==> config.mk <==
export PLATFORM = sky130hd
export DESIGN_NAME = mio_bus_arbiter
export DESIGN_NICKNAME = d
export VERILOG_FILES = /design/src/rtl/mio_bus_arbiter.sv
export SDC_FILE = /design/constraint.sdc
export NUM_CORES = 1
export LEC_CHECK = 0
export CAP_MARGIN = 20
export CORE_ASPECT_RATIO = 1.75
export CORE_MARGIN = 4
export CORE_UTILIZATION = 36
export CTS_CLUSTER_DIAMETER = 50
export DETAILED_ROUTE_END_ITERATION = 8
export GPL_TIMING_DRIVEN = 0
export PLACE_DENSITY = 0.77
export REMOVE_ABC_BUFFERS = 1
export SLEW_MARGIN = 20
export SYNTH_ARGS = -nofsm -noshare
export SYNTH_HDL_FRONTEND = slang
export SYNTH_SLANG_ARGS = --single-unit
==> constraint.sdc <==
create_clock -name clk -period 1.4 [get_ports clk]
set_input_delay 0.28 -clock clk [delete_from_list [all_inputs] [get_ports clk]]
set_output_delay 0.28 -clock clk [all_outputs]
set_load 0.01 [all_outputs]
==> src/rtl/mio_bus_arbiter.sv <==
// -----------------------------------------------------------------------------
// mio_bus_arbiter
//
// Two-requester round-robin arbiter for the shared memory/IO bus. Requester 0
// is the CPU, requester 1 is the DMA / VRAM refresh engine. Each transaction
// walks IDLE -> ACCESS -> ACK, so the minimum cost is three cycles. Every
// output is driven straight from a flop.
//
// Optional feature:
//   MIO_ARB_TIMEOUT_EN  when defined, an ACCESS that sees no bus_ready for
//                       TIMEOUT_CYC cycles is forced into ACK. The owner then
//                       gets 32'hDEAD_BEEF as read data, and err pulses
//                       together with its ack. When the macro is undefined,
//                       ACCESS waits on bus_ready forever and err is tied to 0.
//
// Parameters
//   TIMEOUT_CYC   ACCESS cycles allowed before forced termination (2..255)
//
// Ports
//   clk, rst                   clock, asynchronous active-low reset
//   m0_req/addr/wdata/we       requester 0 request; held until m0_ack
//   m0_rdata, m0_ack           requester 0 read data and 1-cycle completion
//   m1_*                       requester 1, same semantics as m0_*
//   bus_addr/wdata/we          shared bus drive (bus_we only high in ACCESS)
//   bus_rdata, bus_ready       shared bus return data and completion
//   owner                      2'b00 none, 2'b01 m0, 2'b10 m1
//   err                        timeout flag, pulses with the terminated ack
// -----------------------------------------------------------------------------
module mio_bus_arbiter #(
   parameter int unsigned TIMEOUT_CYC = 16
) (
   input  logic        clk,
   input  logic        rst,
   input  logic        m0_req,
   input  logic [31:0] m0_addr,
   input  logic [31:0] m0_wdata,
   input  logic        m0_we,
   output logic [31:0] m0_rdata,
   output logic        m0_ack,
   input  logic        m1_req,
   input  logic [31:0] m1_addr,
   input  logic [31:0] m1_wdata,
   input  logic        m1_we,
   output logic [31:0] m1_rdata,
   output logic        m1_ack,
   output logic [31:0] bus_addr,
   output logic [31:0] bus_wdata,
   output logic        bus_we,
   input  logic [31:0] bus_rdata,
   input  logic        bus_ready,
   output logic [1:0]  owner,
   output logic        err
);

   if (TIMEOUT_CYC < 2 || TIMEOUT_CYC > 255) begin : g_bad_timeout
      $error("mio_bus_arbiter: TIMEOUT_CYC must lie in 2..255");
   end

   typedef enum logic [1:0] {
      S_IDLE   = 2'd0,
      S_ACCESS = 2'd1,
      S_ACK    = 2'd2
   } state_t;

   state_t            state_q, state_d;
   logic              ptr_q, ptr_d;          // 0: m0 preferred, 1: m1 preferred
   logic [1:0]        req;
   logic              gnt_m1;                // winner in IDLE (1 = m1)
   logic              to_hit;                // forced termination this cycle

   logic [1:0]        owner_d;
   logic [31:0]       bus_addr_d, bus_wdata_d;
   logic              bus_we_d;
   logic [1:0][31:0]  rdata_q, rdata_d;
   logic [1:0]        ack_q, ack_d;

   assign req = {m1_req, m0_req};

   // The pointer only matters when both requesters are present; a lone
   // requester always wins.
   assign gnt_m1 = req[1] & (~req[0] | ptr_q);

   // ---------------------------------------------------------------------------
   // Timeout counter
   // ---------------------------------------------------------------------------
`ifdef MIO_ARB_TIMEOUT_EN
   localparam logic [7:0] TO_LAST = 8'(TIMEOUT_CYC - 1);

   logic [7:0] to_cnt_q;

   // The counter holds the number of ACCESS cycles already spent without
   // bus_ready, so the cycle that would be the TIMEOUT_CYC-th one terminates.
   // A bus_ready in that same cycle still wins.
   assign to_hit = ~bus_ready & (to_cnt_q == TO_LAST);

   always_ff @(posedge clk or negedge rst) begin
      if (!rst) begin
         to_cnt_q <= 8'd0;
      end else if (state_q == S_IDLE && |req) begin
         to_cnt_q <= 8'd0;
      end else if (state_q == S_ACCESS && !bus_ready && !to_hit) begin
         to_cnt_q <= to_cnt_q + 8'd1;
      end
   end

   always_ff @(posedge clk or negedge rst) begin
      if (!rst) begin
         err <= 1'b0;
      end else begin
         err <= (state_q == S_ACCESS) && to_hit;
      end
   end
`else
   assign to_hit = 1'b0;
   assign err    = 1'b0;
`endif

   // ---------------------------------------------------------------------------
   // FSM: state register
   // ---------------------------------------------------------------------------
   always_ff @(posedge clk or negedge rst) begin
      if (!rst) begin
         state_q <= S_IDLE;
      end else begin
         state_q <= state_d;
      end
   end

   // ---------------------------------------------------------------------------
   // FSM: next state
   // ---------------------------------------------------------------------------
   always_comb begin
      state_d = state_q;
      unique case (state_q)
         S_IDLE:   if (|req) state_d = S_ACCESS;
         S_ACCESS: if (bus_ready || to_hit) state_d = S_ACK;
         S_ACK:    state_d = S_IDLE;
         default:  state_d = S_IDLE;
      endcase
   end

   // ---------------------------------------------------------------------------
   // FSM: outputs. These are next values for the output flops below, so every
   // port changes only on a clock edge.
   // ---------------------------------------------------------------------------
   always_comb begin
      ptr_d       = ptr_q;
      owner_d     = owner;
      bus_addr_d  = bus_addr;
      bus_wdata_d = bus_wdata;
      bus_we_d    = 1'b0;
      rdata_d     = rdata_q;
      ack_d       = 2'b00;
      unique case (state_q)
         S_IDLE: begin
            if (|req) begin
               // The bus address/data flops are the transaction latch. They
               // keep their value after the access ends.
               bus_addr_d  = gnt_m1 ? m1_addr  : m0_addr;
               bus_wdata_d = gnt_m1 ? m1_wdata : m0_wdata;
               bus_we_d    = gnt_m1 ? m1_we    : m0_we;
               owner_d     = gnt_m1 ? 2'b10    : 2'b01;
            end
         end
         S_ACCESS: begin
            if (bus_ready) begin
               rdata_d[owner[1]] = bus_rdata;
               ack_d[owner[1]]   = 1'b1;
               ptr_d             = ~owner[1];
            end else if (to_hit) begin
               rdata_d[owner[1]] = 32'hDEAD_BEEF;
               ack_d[owner[1]]   = 1'b1;
               ptr_d             = ~owner[1];
            end else begin
               // The latched write enable is the bus_we flop itself.
               bus_we_d = bus_we;
            end
         end
         S_ACK: begin
            owner_d = 2'b00;
         end
         default: begin
            owner_d = 2'b00;
         end
      endcase
   end

   always_ff @(posedge clk or negedge rst) begin
      if (!rst) begin
         ptr_q     <= 1'b0;
         owner     <= 2'b00;
         bus_addr  <= 32'd0;
         bus_wdata <= 32'd0;
         bus_we    <= 1'b0;
         rdata_q   <= '0;
         ack_q     <= 2'b00;
      end else begin
         ptr_q     <= ptr_d;
         owner     <= owner_d;
         bus_addr  <= bus_addr_d;
         bus_wdata <= bus_wdata_d;
         bus_we    <= bus_we_d;
         rdata_q   <= rdata_d;
         ack_q     <= ack_d;
      end
   end

   assign m0_rdata = rdata_q[0];
   assign m1_rdata = rdata_q[1];
   assign m0_ack   = ack_q[0];
   assign m1_ack   = ack_q[1];

endmodule

==> out/results.md <==
• **area occupied by multi-input gates** 2350 sq um
• **antenna violations before repair** 0
• **crit start category** flip-flop
• **reg2reg start** state_q[0]
• **async set or reset register ratio after synthesis** 1.00
• **Reg-to-Reg End** bus_wdata[24]
• **first drt pass iteration count** 5
• **drt total wl** 23400 um
• **Final #Nets** 941
• **maximum cell stage delay along the critical path** 0.43 ns
• **ratio of cells with drive above 1 in the final layout** 0.225
• **CTS root buf** clkbuf_16
• **end point of the worst hold path** bus_addr[31]
• **switching pwr** 7.80 mW
• **overflow left after global routing** 0
• **cts bufs inserted** 17
• **Die Y** 177 um
• **final setup violating endpoints** 130
• **global-route usage over all layers** 0.245
• **reported leakage power** 4.54 nW
• **Die X-Extent** 105 um
• **Max-cap violations** 0
• **number of distinct library cell variants in the gate-level netlist after synthesis** 33
• **number of filler instances in the final layout** 1249
• **ratio of total power to cell area** 2210 nW/um^2
• **switching power as a share of total power** 0.340
• **violated checks** negative setup slack
• **TritonCTS clock tree** done
• **pin count of the biggest net entering global routing** 77
• **total clock sinks** 136
• **worst supply voltage drop on vdd** 0.00111 V
• **Placed Cells** 889
• **Clock Skew** 0.0131 ns
• **port bufs** 299
• **global routing met3 resource utilization** 0.0703
• **commonest cells after routing, fill and taps aside** clkdlybuf4s50_1, dfrtp_1, dlygate4sd2_1
• **worst hold path cell count** 3
• **FMAX** 0.600 GHz
• **Max Slew Vio Count** 0
• **count of routing violations after the opening detailed-route iteration** 240
• **Max Root-Sink Buffers** 2
• **first-pass GRT wire length** 34700 um
• **post-layout worst setup margin** -0.267 ns
• **drt via density** 5.46
• **setup slack at placement** -1.98 ns
• **met2 track utilization from global routing** 0.452
• **overall die area** 18600 sq um
• **worst hold-check path type** primary input to flip-flop
• **clock-pin slew of the registers on the worst-case setup and hold paths** 0.05 ns
• **Relative slew margins** 0.603
• **Placement Rows** 61
• **post-synthesis area per instance** 13.5 sq um
• **most common library cell in the layout ignoring fill and taps** clkdlybuf4s50_1
• **FF-to-FF setup slack** -0.27 ns
• **final period utilization** 1.19
• **Ports** 301
• **starting utilization of the core area** 0.368
• **clock latency on the worst-skew pair** 0.41 ns
• **via count of the first global-routing pass** 5843
• **Clk network pwr share** 0.208
• **cell area after technology mapping** 5900 sq um
• **remaining antenna violation count after routing** 0
• **number of hold violations in the final report** 0
• **non-filler cells in the finished layout** 975
• **DR vias** 5328
• **FF+latch count, synth** 136
• **hold_sp** m1_req
• **EDFF count, synth** 0
• **CTS H-Tree Depth** 4
• **placed wire-length estimate after detailed placement** 14700 um
• **antenna cell count** 0
• **Worst Tran Pin Value** 0.595 ns
• **placeable core region** 16000 sq um
• **area added between synthesis and finish** 75.9%
• **status** finished, violations left
• **Tmin final** 1.67 ns
• **dominant synthesized flop cell** dfrtp_1
• **final RePlAce weighted congestion** 0.759
• **required time reported for the critical path endpoint** 1.72 ns
• **critical path arrival** 1.99 ns
• **combinational fraction of design power** 0.489
• **met1 capacity usage during global routing** 0.252
• **R2R depth** 6
• **maximum fanout encountered on the critical timing path** 8
• **count of warnings emitted by yosys** 0
• **total internal power** 15.2 mW
• **gr busiest metal** met2
• **critical path type** flip-flop to flip-flop
• **worst-path cell chain** or2_4 > a211oi_4 > buf_6 > buf_12 > buf_12 > a221o_1
• **Setup crit end kind** flip-flop
• **unrepaired setup endpoints after global routing** yes
• **TNS Setup** -17.28 ns
• **proportion of power drawn by flip-flops and latches** 0.303
• **Storage cell area** 3410 sq um
• **most frequent cell on the critical path** buf_12
• **post-DR wirelength/cell** 24.0 um
• **number of cells produced by synthesis** 436
• **DRC violation count after routing** 0
• **sequential share of the synthesized area** 0.577
• **slowest stage cell, crit path** dfrtp_2
layout make-up:
class | instances | area share
Inverter | 3 | 0.00145
Clock buffer | 17 | 0.0410
Multi-Input combinational cell | 261 | 0.226
Clock inverter | 14 | 0.0191
Timing Repair Buffer | 354 | 0.360
Sequential cell | 136 | 0.328
Timing Repair inverter | 1 | 0.000482
Tap cell | 189 | 0.0228
cell usage after synthesis, types with 3 or more instances:
master    count  area, sq um
clkbuf_1     19         71.3
inv_1         3         11.3
buf_6         6         67.6
a21boi_0     45          338
a31oi_1      19          119
mux2_2       35          394
o21ai_0      21          105
nand3_1      19         95.1
buf_12        3         60.1
a221o_1      46          460
mux2_4       29          435
a21oi_1      23          115
dfrtp_1     136         3400
buf_2        13         65.1
what timing repair did:
item / in CTS / in global routing
gates cloned: 16 / 2
gates resized for setup: 201 / 51
hold buffers: 1 / 0
buffers inserted: 35 / 10
setup endpoints to repair: 268 / 168
pin swaps: 20 / 27
endpoints found under the hold margin: 75 / 0
worst max-delay path, delay by kind of cell (launching register included):
| family | cells | cell delay, ns |
|---|---|---|
| compound gates | 2 | 0.46 |
| buf+inv | 3 | 0.41 |
| flops | 1 | 0.43 |
| simple gates | 1 | 0.30 |
per-layer routing:
metal / share of wire / wire (um) / vias to the layer above
li1: - / - / 2349
met1: 0.34 / 7950 / 2648
met2: 0.55 / 12800 / 279
met3: 0.074 / 1740 / 52
met4: 0.038 / 881 / 0
met5: 0 / 0 / -
cell families after synthesis:
| family | after synthesis | share of synthesized area |
|---|---|---|
| AO/OA/AOI/OAI | 158 | 0.200 |
| buffers and inverters | 45 | 0.0479 |
| flip-flops | 136 | 0.577 |
| multiplexers | 64 | 0.141 |
| other | 1 | 0.000636 |
| AND/OR/NAND/NOR | 32 | 0.0335 |
sequential cells by signal (all words and copies together) (netlist names):
name / count
owner: 2
bus_we: 1
ack_q: 2
state_q: 2
bus_addr: 32
m0_rdata: 32
bus_wdata: 32
ptr_q: 1
m1_rdata: 32
metrics by stage:
| step | area, sq um | utilization | hold slack (ns) | power (mW) |
|---|---|---|---|---|
| after floorplan | 5630 | - | -0.0156 | 11.3 |
| after global placement | 8860 | 0.553 | 0.489 | 16.4 |
| after detailed placement | 9000 | 0.562 | 0.296 | 17.3 |
| after CTS | 10300 | 0.645 | 0.403 | 22.9 |
| after global routing | 10400 | 0.647 | 0.408 | 24.1 |
| final | 10400 | 0.647 | 0.391 | 23.0 |
worst max-delay path by stage:
stage          slack [ns]  startpoint       endpoint  cells after the start
2_1_floorplan       -1.37  state_q[0]    bus_addr[0]                      3
3_3_place_gp        -5.18         rst   m0_rdata[10]                      1
3_5_place_dp        -1.98      m1_req  bus_wdata[21]                      6
4_1_cts             -0.24  state_q[1]    bus_addr[5]                      6
5_1_grt             -0.30  state_q[1]   m0_rdata[27]                      6
6_report            -0.27  state_q[0]  bus_wdata[24]                      6
power by group through the flow:
stage / combinational, mW / clock [mW] / sequential, mW
after floorplan: 3.50 / 0 / 7.79
after global routing: 11.9 / 5.06 / 7.19
after global placement: 9.49 / 0 / 6.90
after detailed placement: 10.2 / 0 / 7.05
final: 11.2 / 4.77 / 6.96
after CTS: 11.1 / 4.88 / 6.91
Note: power is estimated with default switching activity, not from simulation.
